<file path="src/rtl/teclado_pkg.sv">
// Shared types and helpers for the keypad matrix scanner.
package teclado_pkg;

  typedef enum logic [1:0] {
    S_SCAN     = 2'd0,
    S_DEBOUNCE = 2'd1,
    S_HELD     = 2'd2,
    S_RELEASE  = 2'd3
  } scan_state_t;

  // Linear key index, row-major across the matrix.
  function automatic int key_code_f(input int row, input int col, input int cols);
    return row * cols + col;
  endfunction

endpackage

</file>
<file path="src/rtl/barrido_teclado_if.sv">
// Keypad pin / decoded-key bundle between the scanner and its neighbours.
interface barrido_teclado_if #(
  parameter int COLS = 4,
  parameter int ROWS = 4
);
  localparam int KW = $clog2(ROWS * COLS);

  logic [ROWS-1:0] row_i;
  logic [COLS-1:0] col_o;
  logic [KW-1:0]   key_code;
  logic            key_valid;
  logic            key_held;

  modport master (output row_i, input col_o, key_code, key_valid, key_held);
  modport slave  (input row_i, output col_o, key_code, key_valid, key_held);
endinterface

</file>
<file path="src/rtl/sync_2ff.sv">
// Two-flop synchroniser; resets to all ones so idle pulled-up lines read inactive.
module sync_2ff #(
  parameter int W = 1
) (
  input  logic         clk,
  input  logic         rst_n,
  input  logic [W-1:0] d,
  output logic [W-1:0] q
);
  logic [W-1:0] meta;

  always_ff @(posedge clk or negedge rst_n) begin
    if (!rst_n) begin
      meta <= '1;
      q    <= '1;
    end else begin
      meta <= d;
      q    <= meta;
    end
  end
endmodule

</file>
<file path="src/rtl/barrido_teclado.sv">
// Keypad matrix scanner: one-cold column sweep, per-tick row sampling,
// press/release debounce and a linear key code with valid pulse and held level.
module barrido_teclado
  import teclado_pkg::*;
#(
  parameter int COLS     = 4,
  parameter int ROWS     = 4,
  parameter int SCAN_DIV = 135,
  parameter int DEBOUNCE = 4
) (
  input  logic               clk,
  input  logic               rst_n,
  barrido_teclado_if.slave   kp
);
  localparam int KW  = $clog2(ROWS * COLS);
  localparam int DW  = $clog2(SCAN_DIV);
  localparam int CIW = $clog2(COLS);
  localparam int RW  = (ROWS > 1) ? $clog2(ROWS) : 1;
  localparam int CW  = $clog2(DEBOUNCE + 1);
  localparam logic [CW-1:0] DB_N = CW'(DEBOUNCE);

  scan_state_t    state;
  logic [DW-1:0]  div;
  logic [CIW-1:0] ci, ci_nx, cand_col;
  logic [RW-1:0]  cand_row, low_row;
  logic [CW-1:0]  cnt;
  logic [ROWS-1:0] rs;
  logic           tick, any_low, cand_low;

  sync_2ff #(.W(ROWS)) u_sync (.clk(clk), .rst_n(rst_n), .d(kp.row_i), .q(rs));

  assign tick     = (div == DW'(SCAN_DIV - 1));
  assign ci_nx    = (ci == CIW'(COLS - 1)) ? '0 : ci + 1'b1;
  assign any_low  = ~&rs;
  assign cand_low = ~rs[cand_row];

  // Highest index scanned first so the lowest low row wins.
  always_comb begin
    low_row = '0;
    for (int i = ROWS - 1; i >= 0; i--)
      if (!rs[i]) low_row = RW'(i);
  end

  always_ff @(posedge clk or negedge rst_n) begin
    if (!rst_n) begin
      state        <= S_SCAN;
      div          <= '0;
      ci           <= '0;
      cnt          <= '0;
      cand_row     <= '0;
      cand_col     <= '0;
      kp.col_o     <= ~COLS'(1);
      kp.key_code  <= '0;
      kp.key_valid <= 1'b0;
      kp.key_held  <= 1'b0;
    end else begin
      kp.key_valid <= 1'b0;
      div          <= tick ? '0 : div + 1'b1;
      if (tick) begin
        unique case (state)
          S_SCAN: begin
            if (any_low) begin
              cand_row <= low_row;
              cand_col <= ci;
              cnt      <= CW'(1);
              if (DEBOUNCE == 1) begin
                kp.key_code  <= KW'(key_code_f(int'(low_row), int'(ci), COLS));
                kp.key_valid <= 1'b1;
                kp.key_held  <= 1'b1;
                state        <= S_HELD;
              end else begin
                state <= S_DEBOUNCE;
              end
            end else begin
              ci       <= ci_nx;
              kp.col_o <= ~(COLS'(1) << ci_nx);
            end
          end
          S_DEBOUNCE: begin
            if (cand_low) begin
              cnt <= cnt + 1'b1;
              if (cnt + 1'b1 == DB_N) begin
                kp.key_code  <= KW'(key_code_f(int'(cand_row), int'(cand_col), COLS));
                kp.key_valid <= 1'b1;
                kp.key_held  <= 1'b1;
                state        <= S_HELD;
              end
            end else begin
              state    <= S_SCAN;
              ci       <= ci_nx;
              kp.col_o <= ~(COLS'(1) << ci_nx);
            end
          end
          S_HELD: begin
            if (!cand_low) begin
              cnt <= CW'(1);
              if (DEBOUNCE == 1) begin
                kp.key_held <= 1'b0;
                state       <= S_SCAN;
                ci          <= ci_nx;
                kp.col_o    <= ~(COLS'(1) << ci_nx);
              end else begin
                state <= S_RELEASE;
              end
            end
          end
          S_RELEASE: begin
            if (!cand_low) begin
              cnt <= cnt + 1'b1;
              if (cnt + 1'b1 == DB_N) begin
                kp.key_held <= 1'b0;
                state       <= S_SCAN;
                ci          <= ci_nx;
                kp.col_o    <= ~(COLS'(1) << ci_nx);
              end
            end else begin
              // Glitch during release: back to held, no fresh valid pulse.
              state <= S_HELD;
            end
          end
          default: state <= S_SCAN;
        endcase
      end
    end
  end
endmodule
</file>
<file path="src/flat_wrapper.sv">
// flat-port wrapper written by rule: the top's interface ports become plain ports
module barrido_teclado_flat import teclado_pkg::*;
#(
  parameter int COLS     = 4,
  parameter int ROWS     = 4,
  parameter int SCAN_DIV = 135,
  parameter int DEBOUNCE = 4
)
  (clk, rst_n, kp_row_i, kp_col_o, kp_key_code, kp_key_valid, kp_key_held);
  barrido_teclado_if #(.COLS(COLS), .ROWS(ROWS)) kp_i ();
  input  logic clk;
  input  logic rst_n;
  input wire logic [$bits(kp_i.row_i)-1:0] kp_row_i;
  output wire logic [$bits(kp_i.col_o)-1:0] kp_col_o;
  output wire logic [$bits(kp_i.key_code)-1:0] kp_key_code;
  output wire logic [$bits(kp_i.key_valid)-1:0] kp_key_valid;
  output wire logic [$bits(kp_i.key_held)-1:0] kp_key_held;
  assign kp_i.row_i = kp_row_i;
  assign kp_col_o = kp_i.col_o;
  assign kp_key_code = kp_i.key_code;
  assign kp_key_valid = kp_i.key_valid;
  assign kp_key_held = kp_i.key_held;
  barrido_teclado #(.COLS(COLS), .ROWS(ROWS), .SCAN_DIV(SCAN_DIV), .DEBOUNCE(DEBOUNCE)) u_core (.clk(clk), .rst_n(rst_n), .kp(kp_i));
endmodule
</file>
<file path="config.mk">
export PLATFORM = sky130hd
export DESIGN_NAME = barrido_teclado_flat
export DESIGN_NICKNAME = d
export VERILOG_FILES = /design/src/rtl/teclado_pkg.sv /design/src/rtl/barrido_teclado_if.sv /design/src/rtl/sync_2ff.sv /design/src/rtl/barrido_teclado.sv /design/src/flat_wrapper.sv
export SDC_FILE = /design/constraint.sdc
export NUM_CORES = 1
export LEC_CHECK = 0
export BUFFER_PORTS_ARGS = -buffer_cell sky130_fd_sc_hd__buf_2
export CORE_UTILIZATION = 57
export CTS_CLUSTER_SIZE = 12
export DETAILED_ROUTE_END_ITERATION = 16
export PLACE_DENSITY = 0.77
export SLEW_MARGIN = 30
export SYNTH_ARGS = -nofsm -noshare
export SYNTH_HDL_FRONTEND = slang
export SYNTH_SLANG_ARGS = --single-unit
</file>
<file path="constraint.sdc">
create_clock -name clk -period 2.7 [get_ports clk]
set_input_delay 0.54 -clock clk [delete_from_list [all_inputs] [get_ports clk]]
set_output_delay 0.54 -clock clk [all_outputs]
set_load 0.05 [all_outputs]
</file>
After elaboration in Yosys (flattened, before gate mapping)
Index checks and enable logic that the tools add are counted.

Word-level logic and storage cells: 86. Output and inout port bits: 10. Register bits after elaboration: 37. Input port bits: 6.

Shift-type cells: 1. Reduce and logical (&&, ||, !) cells: 10. Equal/unequal tests: 16. Bitwise logic cells: 3. Add/sub/neg operators: 4. $lt $le $gt $ge: 1. Multiplexer cells: 39.

Operator list (count): $mux 2 (15); $mux 4 (4); $mux 3 (4); $ne 2x1->1 const B (6); $pmux 3 s4 (1); $pmux 4 s3 (1); $reduce_and 6->1 (2); $reduce_and 5->1 (2); $mux 1 (9); $add 8x1->8 const B (1); $eq 8x8->1 const B (1); $mux 8 (1); $pmux 2 s4 (1); $reduce_and 4->1 (2); $eq 2x2->1 const B (3); $pmux 2 s3 (1); $add 4x2->4 (1); $ne 2x2->1 const B (2); $not 4->4 (1); $shl 1x2->4 const A (1); $add 3x1->3 const B (1); $eq 3x3->1 const B (1); $lt 2x3->1 const B (1); $ne 3x1->1 const B (1); other kinds (10) (11).

Depth between registers and ports, before layout
Gate-level depths: netlist of the first run.

Depth after elaboration: 7. Depth in mapped cells: 8. Depth with buffers taken out: 7.

Cells and area by module
Synthesis of the first run repeated with hierarchy kept, for this count alone.

Cells, all modules: 132. Area, all modules: 1675.4 um^2.

By module, submodules not included: barrido_teclado (sequential area each 729.4 um^2, times used 1, area an instance 1465.2 um^2, cells an instance 124); sync_2ff (sequential area each 210.2 um^2, times used 1, area an instance 210.2 um^2, cells an instance 8).

Least setup slack after synthesis of the first run
OpenSTA, ideal clock, no wires.

Path kind: reg-to-reg. Start point: register u_core.div[0]. End point: register u_core.kp.key_code[0]. Arrival time: 2.008 ns. Period minus slack after synthesis: 2.132 ns. Buffers on the path: 1. Slack: 0.568 ns. Cell stages (with the launch flop): 8. Data required time: 2.575 ns. Setup time: 0.125 ns. Path through: dfrtp_1 -> inv_1 -> ha_1 -> nand3b_1 -> or4_1 -> buf_2 -> nor4_4 -> mux2_2.

Cells in the longest elaborated chain, start to end: 2.

Ends and longest elaborated chain: from (decl) (line barrido_teclado.sv:23) `logic [DW-1:0] div;`; from (signal assigned) (line barrido_teclado.sv:58) `div <= tick ? '0 : div + 1'b1;`; $eq 8x8->1 (line barrido_teclado.sv:32) `assign tick = (div == DW'(SCAN_DIV - 1));`; $reduce_and 4->1 (no source line); to (signal assigned) (line barrido_teclado.sv:67) `kp.key_code <= KW'(key_code_f(int'(low_row), int'(ci), COLS));`; to (signal assigned) (line barrido_teclado.sv:83) `kp.key_code <= KW'(key_code_f(int'(cand_row), int'(cand_col), COLS));`; to (decl) (line barrido_teclado_if.sv:15) `modport slave (input row_i, output col_o, key_code, key_valid, key_held);`.

No other way between the ends. A chain may end at the register's enable or synchronous reset.

Worst setup path in the final report of the first run
Start point: register u_core.div[0]. End point: register u_core.kp.key_code[1].

The elaborated chain is that of the path after synthesis.

==> summary.md, run 1 <==
| Metric | Value |
|---|---|
| Max-slew violations | 0 |
| Maximum clock frequency | 0.436 GHz |
| Proportion of layout cells with a drive suffix above 1 | 29.3% |
| Worst path required time | 2940 ps |
| Final hold slack | 261 ps |
| # resized after CTS | 0 |
| Post-route setup TNS | 0 ps |
| Global placer's final weighted congestion | 0.869 |
| Finished Cell Area | 0.00182 mm2 |
| Worst hold path class | in -> async |
| Clock sink count | 37 |
| Post-synth EDFFs | 0 |
| Area Overhead vs Synth | 11.4% |
| WP data arrival | 2530 ps |
| Synth Instances | 136 |
| Crit Path Category | reg -> reg |
| CTS Buf Count | 5 |
| Crit. End Element | flop |
| Vias in the first global route | 1019 |
| Max-cap violations | 0 |
| Initial core utilization | 59.8% |
| Worst skew pair latency | 340 ps |
| ANT nets after route | 0 |
| DRC viols | 0 |
| Largest area contributor in the netlist | dfrtp_1 |
| Warnings from Yosys | 0 |
| Hold Vio Cnt, Final | 0 |
| Die Y | 55.6 um |
| Least-Margin Pin Slew | 782 ps |
| Commonest cells in the netlist | dfrtp_1 (26), nand2_1 (13), dfstp_2 (11), inv_1 (9), nor2_1 (9) |
| Placed Instance Area | 0.00174 mm2 |
| Worst VDD drop | 0.507 mV |
| Setup Viol. Count Final | 0 |
| DIE AREA | 0.00309 mm2 |
| Ys flop type | dfrtp_1 |
| Mean area per synthesized cell | 12.0 um2 |
| Post-CTS Hold Fix Bufs | 0 |
| Finished Layout Cells | 188 |
| Synth area leaders | dfrtp_1 (40%), dfstp_2 (18%), ha_1 (6.1%), mux2_2 (4.8%), mux2i_1 (3.1%) |
| Clock transition at the registers of the reported paths | 110 ps |
| Slowest CP cell | or4_1 |
| Row Count | 19 |
| CP max stage delay | 640 ps |
| Number of diodes | 0 |
| Pwr Density | 512 mW/mm2 |
| #FFs+latches synth | 37 |
| Io pins | 16 |
| CTS root buffer | clkbuf_4 |
| Pin count of the biggest net entering global routing | 38 |
| First-pass GRT wire length | 4460 um |
| Synth unique cells | 34 |
| Via count | 999 |
| Final WL | 2470 um |
| Congestion Overflow GR | 0 |
| Die span in x | 55.6 um |
| Multi-input logic area | 649 um2 |
| Deepest clock path buffer count | 2 |
| Inst Count DP | 180 |
| RSZ-0062 raised after global routing | no |
| H-tree depth | 2 |
| Register area | 940 um2 |
| Leakage power | 0.000853 uW |
| CP endpoint | u_core.kp.key_code[1] |
| Outcome | finished, final reports clean |
| CORE AREA | 0.00273 mm2 |
| GRT Util Overall | 19.1% |
| Tmin final | 2290 ps |
| Top-count cell post-synth | dfrtp_1 |
| Initial DRT Pass Iterations | 3 |
| Final worst path period share | 84.9% |
| Worst R2R Setup Slack | 410 ps |
| DR WL/cell | 13.1 um |
| Synthesized Nets | 150 |
| Vias per cell | 5.31 |
| Reg2reg end | u_core.kp.key_code[1] |
| Synth Cell Area | 0.00164 mm2 |
| Dpl hpwl | 1780 um |
| # Post-CTS Setup Buffers | 0 |
| Total power draw | 932 uW |
| Top cell type's share of synthesized area | 39.8% |
| Max-slew headroom | 47.9% |
| CP startpoint kind | flop |
| Skew final | 5.94 ps |
| Final #Nets | 170 |
| CP Launch Point | u_core.div[0] |
| Cell depth of the worst flop-to-flop path | 6 |
| Initial antenna violation count | 0 |
| Crit-path max FO | 6 |
| Initial DRC Count | 29 |
| Ys async rst share | 100% |
| Reg-to-reg startpoint | u_core.div[0] |
| Fill count | 211 |
| Sequential-to-total area share from yosys stat | 57.5% |
| Port Buf Inserts | 15 |
| Worst path cell trace | inv_1 > ha_1 > nand3b_1 > or4_1 > nor4_4 > mux2_2 |
| CTS tree | done |
==> per-layer routing <==
layer | up-vias | part of all wire [%] | track usage (%)
met3 | 7 | 4.3 | 7.03
met5 | - | 0 | 0
met1 | 464 | 47 | 23.9
li1 | 510 | - | -
met2 | 18 | 46 | 29.4
met4 | 0 | 2.1 | 8.93
==> layout by cell type, fill, tap and decap left out <==
master / count
nand2_1: 13
clkbuf_4: 5
buf_2: 15
or3_1: 1
xnor2_1: 4
mux2_2: 7
a32oi_1: 1
o21a_1: 1
and4_1: 1
a21boi_0: 1
nor3_1: 3
nand3b_1: 2
nor2_1: 9
inv_1: 9
nand2b_1: 2
nor4_1: 1
a21oi_2: 1
ha_1: 8
o21ai_0: 6
or4_1: 1
nand4_1: 1
buf_4: 1
xor2_1: 3
clkbuf_16: 1
nor4_4: 1
a22o_1: 1
dfstp_2: 11
nand3_1: 8
nor4_2: 1
a221o_1: 1
inv_4: 1
dfrtp_1: 26
clkinv_4: 1
nor2b_1: 2
o2bb2ai_1: 1
mux2i_1: 5
mux4_2: 1
==> layout make-up <==
type                            count  share of cell area (%)
Clock buffer                        6                    3.43
Clock inverter                      2                   0.824
Inverter                            9                    1.85
Multi-Input combinational cell     87                    35.6
Sequential cell                    37                    51.6
Tap cell                           31                    2.13
Timing Repair Buffer               16                    4.53
==> per-stage QoR <==
step	setup WS, ps	util (%)
after global placement	468	63.8
after detailed placement	425	63.8
after global routing	302	66.6
final	408	66.6
after floorplan	568	-
after CTS	403	66.6
==> critical path, delay by kind of cell (launching register included) <==
family / cells / cell delay, ps
buf+inv: 1 / 80
fa+ha+maj: 1 / 130
flops: 1 / 440
simple gates: 3 / 1170
mux: 1 / 380
==> how the worst min path moves through the flow <==
stage / startpoint / end / slack [ps] / cells after the start
2_1_floorplan: rst_n / async pin / 240 / 0
3_3_place_gp: u_core.u_sync.meta[2] / u_core.u_sync.q[2] / 350 / 0
3_5_place_dp: u_core.u_sync.meta[1] / u_core.u_sync.q[1] / 350 / 0
4_1_cts: kp_row_i[1] / u_core.u_sync.meta[1] / 260 / 1
5_1_grt: kp_row_i[1] / u_core.u_sync.meta[1] / 250 / 1
6_report: rst_n / u_core.div[7] / 260 / 1
==> cells by family after synthesis <==
| group | count (synthesis) | share of synthesized area, % |
|---|---|---|
| AO/OA/AOI/OAI | 13 | 5.51 |
| XOR/XNOR | 7 | 3.75 |
| adder cells (fa/ha/maj) | 8 | 6.12 |
| buffers and inverters | 12 | 2.83 |
| flip-flops | 37 | 57.5 |
| multiplexers | 13 | 9.26 |
| AND/OR/NAND/NOR | 46 | 15.1 |
==> report_power, final <==
group	total (uW)	leakage [uW]	switching (uW)	internal (uW)
clock network	345	0.0000439	185	160
logic	19.0	0.000345	14.0	5.03
registers	568	0.000464	3.08	565
==> registers in the layout, indices dropped and copies added, names as in the netlist, named ones only <==
name and count:
u_core.u_sync.meta 4, u_core.cnt 3, u_core.kp.key_code 4, u_core.ci 2, u_core.kp.col_o 4, u_core.cand_row 2, u_core.kp.key_held 1, u_core.u_sync.q 4
u_core.cand_col 2, u_core.kp.key_valid 1, u_core.div 8, u_core.state 1
No activity file was read; power rests on OpenSTA's default activity.
==> run 2, diff against run 1 <==
--- a/config.mk
+++ b/config.mk
@@ -6,10 +6,10 @@
 export NUM_CORES = 1
 export LEC_CHECK = 0
 export BUFFER_PORTS_ARGS = -buffer_cell sky130_fd_sc_hd__buf_2
-export CORE_UTILIZATION = 57
+export CORE_UTILIZATION = 51
 export CTS_CLUSTER_SIZE = 12
 export DETAILED_ROUTE_END_ITERATION = 16
-export PLACE_DENSITY = 0.77
+export PLACE_DENSITY = 0.73
 export SLEW_MARGIN = 30
 export SYNTH_ARGS = -nofsm -noshare
 export SYNTH_HDL_FRONTEND = slang
==> constraint.sdc (replaced) <==
create_clock -name clk -period 2.1 [get_ports clk]
set_input_delay 0.42 -clock clk [delete_from_list [all_inputs] [get_ports clk]]
set_output_delay 0.42 -clock clk [all_outputs]
set_load 0.05 [all_outputs]
==> run 2 against run 1 <==
Count of clock-buffer cells in the layout unchanged. Fmax grew 13%. Critical endpoint is now u_core.kp.key_code[2]. Critical path type unchanged. Die area up 11%. Sequential share of layout area fell by 0.84 points. Core utilization shrank 5.9 points.
==> summary.md, run 2 (same netlist as run 1, synthesis figures left out) <==
| Metric | Value |
|---|---|
| Global placer's final weighted congestion | 0.751 |
| Pin count of the biggest net entering global routing | 38 |
| CP Launch Point | u_core.div[4] |
| Row Count | 20 |
| CTS Buf Count | 5 |
| Dpl hpwl | 1800 um |
| Proportion of layout cells with a drive suffix above 1 | 32.1% |
| Io pins | 16 |
| Deepest clock path buffer count | 2 |
| Vias per cell | 5.04 |
| Worst VDD drop | 0.401 mV |
| Clock transition at the registers of the reported paths | 110 ps |
| ANT nets after route | 0 |
| CORE AREA | 0.00305 mm2 |
| Initial antenna violation count | 0 |
| Clock sink count | 37 |
| Combinational share of power | 2.2% |
| H-tree depth | 2 |
| Final worst path period share | 96.4% |
| Max-slew violations | 0 |
| Max-cap violations | 0 |
| Initial DRT Pass Iterations | 4 |
| Hold Vio Cnt, Final | 0 |
| DIE AREA | 0.00344 mm2 |
| Die Y | 58.6 um |
| Sw frac | 22.3% |
| Largest reg by FF count | u_core.div |
| Max-slew headroom | 48.6% |
| DR WL/cell | 12.3 um |
| Tmin final | 2020 ps |
| WP data arrival | 2250 ps |
| Setup Viol. Count Final | 0 |
| Least-Margin Pin Slew | 770 ps |
| RSZ-0062 raised after global routing | no |
| Reg-to-reg startpoint | u_core.div[4] |
| Die span in x | 58.6 um |
| First-pass GRT wire length | 4350 um |
| Final WL | 2530 um |
| CP startpoint kind | flop |
| # Post-CTS Setup Buffers | 0 |
| Congestion Overflow GR | 0 |
| Initial core utilization | 53.6% |
| Outcome | finished, final reports clean |
| Port Buf Inserts | 15 |
| Crit. End Element | flop |
| Post-route setup TNS | 0 ps |
| Flop pwr share | 66.1% |
| Clock power share | 31.7% |
| Leading cell type in the layout, fill and taps excluded | dfrtp_1 |
| Most frequent cells in the layout | dfrtp_1 (25), buf_2 (15), nand2_1 (13) |
| Pwr Density | 597 mW/mm2 |
| Final #Nets | 175 |
| Total power draw | 1110 uW |
| Number of diodes | 0 |
| Int Pwr | 861 uW |
| Crit Path Category | reg -> reg |
| Via count | 1039 |
| Initial DRC Count | 44 |
| Vias in the first global route | 1006 |
| Worst skew pair latency | 340 ps |
| Area Overhead vs Synth | 13.4% |
| CTS root buffer | clkbuf_4 |
| Crit-path max FO | 5 |
| Switching power | 246 uW |
| Fill count | 275 |
| Maximum clock frequency | 0.494 GHz |
| Max reg flops | 8 |
| DRC viols | 0 |
| Worst hold path class | in -> async |
| Worst path required time | 2330 ps |
| Skew final | 9.01 ps |
| Leakage power | 0.000864 uW |
| GRT Util Overall | 17.5% |
| CTS tree | done |
-- run 2: metal layers --
metal / vias up / GRT usage, % / routed length [um]
met5: - / 0 / 0
met4: 0 / 9.18 / 53
met3: 6 / 6.59 / 88
met2: 16 / 27.8 / 1180
met1: 502 / 20.9 / 1200
li1: 515 / - / -
-- run 2: power groups by stage --
stage	combinational (uW)	clock, uW	sequential (uW)
after global routing	28.2	396	732
after CTS	26.1	368	731
final	24.2	351	731
after detailed placement	25.9	0	744
after global placement	24.9	0	743
after floorplan	6.54	0	743
-- run 2: final timing paths --
path                                         endpoint  slack [ps]  cells after the start
worst min register to register     u_core.u_sync.q[3]         370                      0
worst max-delay path            u_core.kp.key_code[2]          80                      4
worst min-delay path               u_core.kp.key_held         140                      1
worst max register to register  u_core.kp.key_code[2]          80                      4
max in group asynchronous               u_core.div[4]        1440                      1
min in group clk                u_core.u_sync.meta[3]         170                      1
-- run 2: worst max-delay path, stage by stage (launching register included) --
cell and delay (ps):
dfrtp_2 450, nand2b_1 190, or4_4 530, nor4_4 350, mux2_2 380
-- run 2: timing repair --
action | 4_1_cts | 5_1_grt
setup endpoints to repair | 0 | 6
hold buffers | 0 | 0
gates resized for setup | 0 | 2
-- run 2: final cells by class --
type	count	area [um2]	share of cell area, %
clock buffers	6	41.3	2.23
flip-flops and latches	37	941	50.7
clock inverters	2	10.0	0.540
repair buffers	21	120	6.48
multi-input cells	87	653	35.2
inverters	9	33.8	1.82
well taps	44	55.1	2.97
-- run 2: stage by stage --
step	instances	cell area, um2	utilization [%]	setup slack [ps]	hold slack, ps
floorplan	136	1640	-	17.1	124
global placement	198	1800	58.9	136	346
detailed placement	198	1800	58.9	59.9	347
CTS	206	1850	60.6	36.2	147
global route	206	1850	60.7	2.60	135
finish	206	1850	60.7	76.5	138
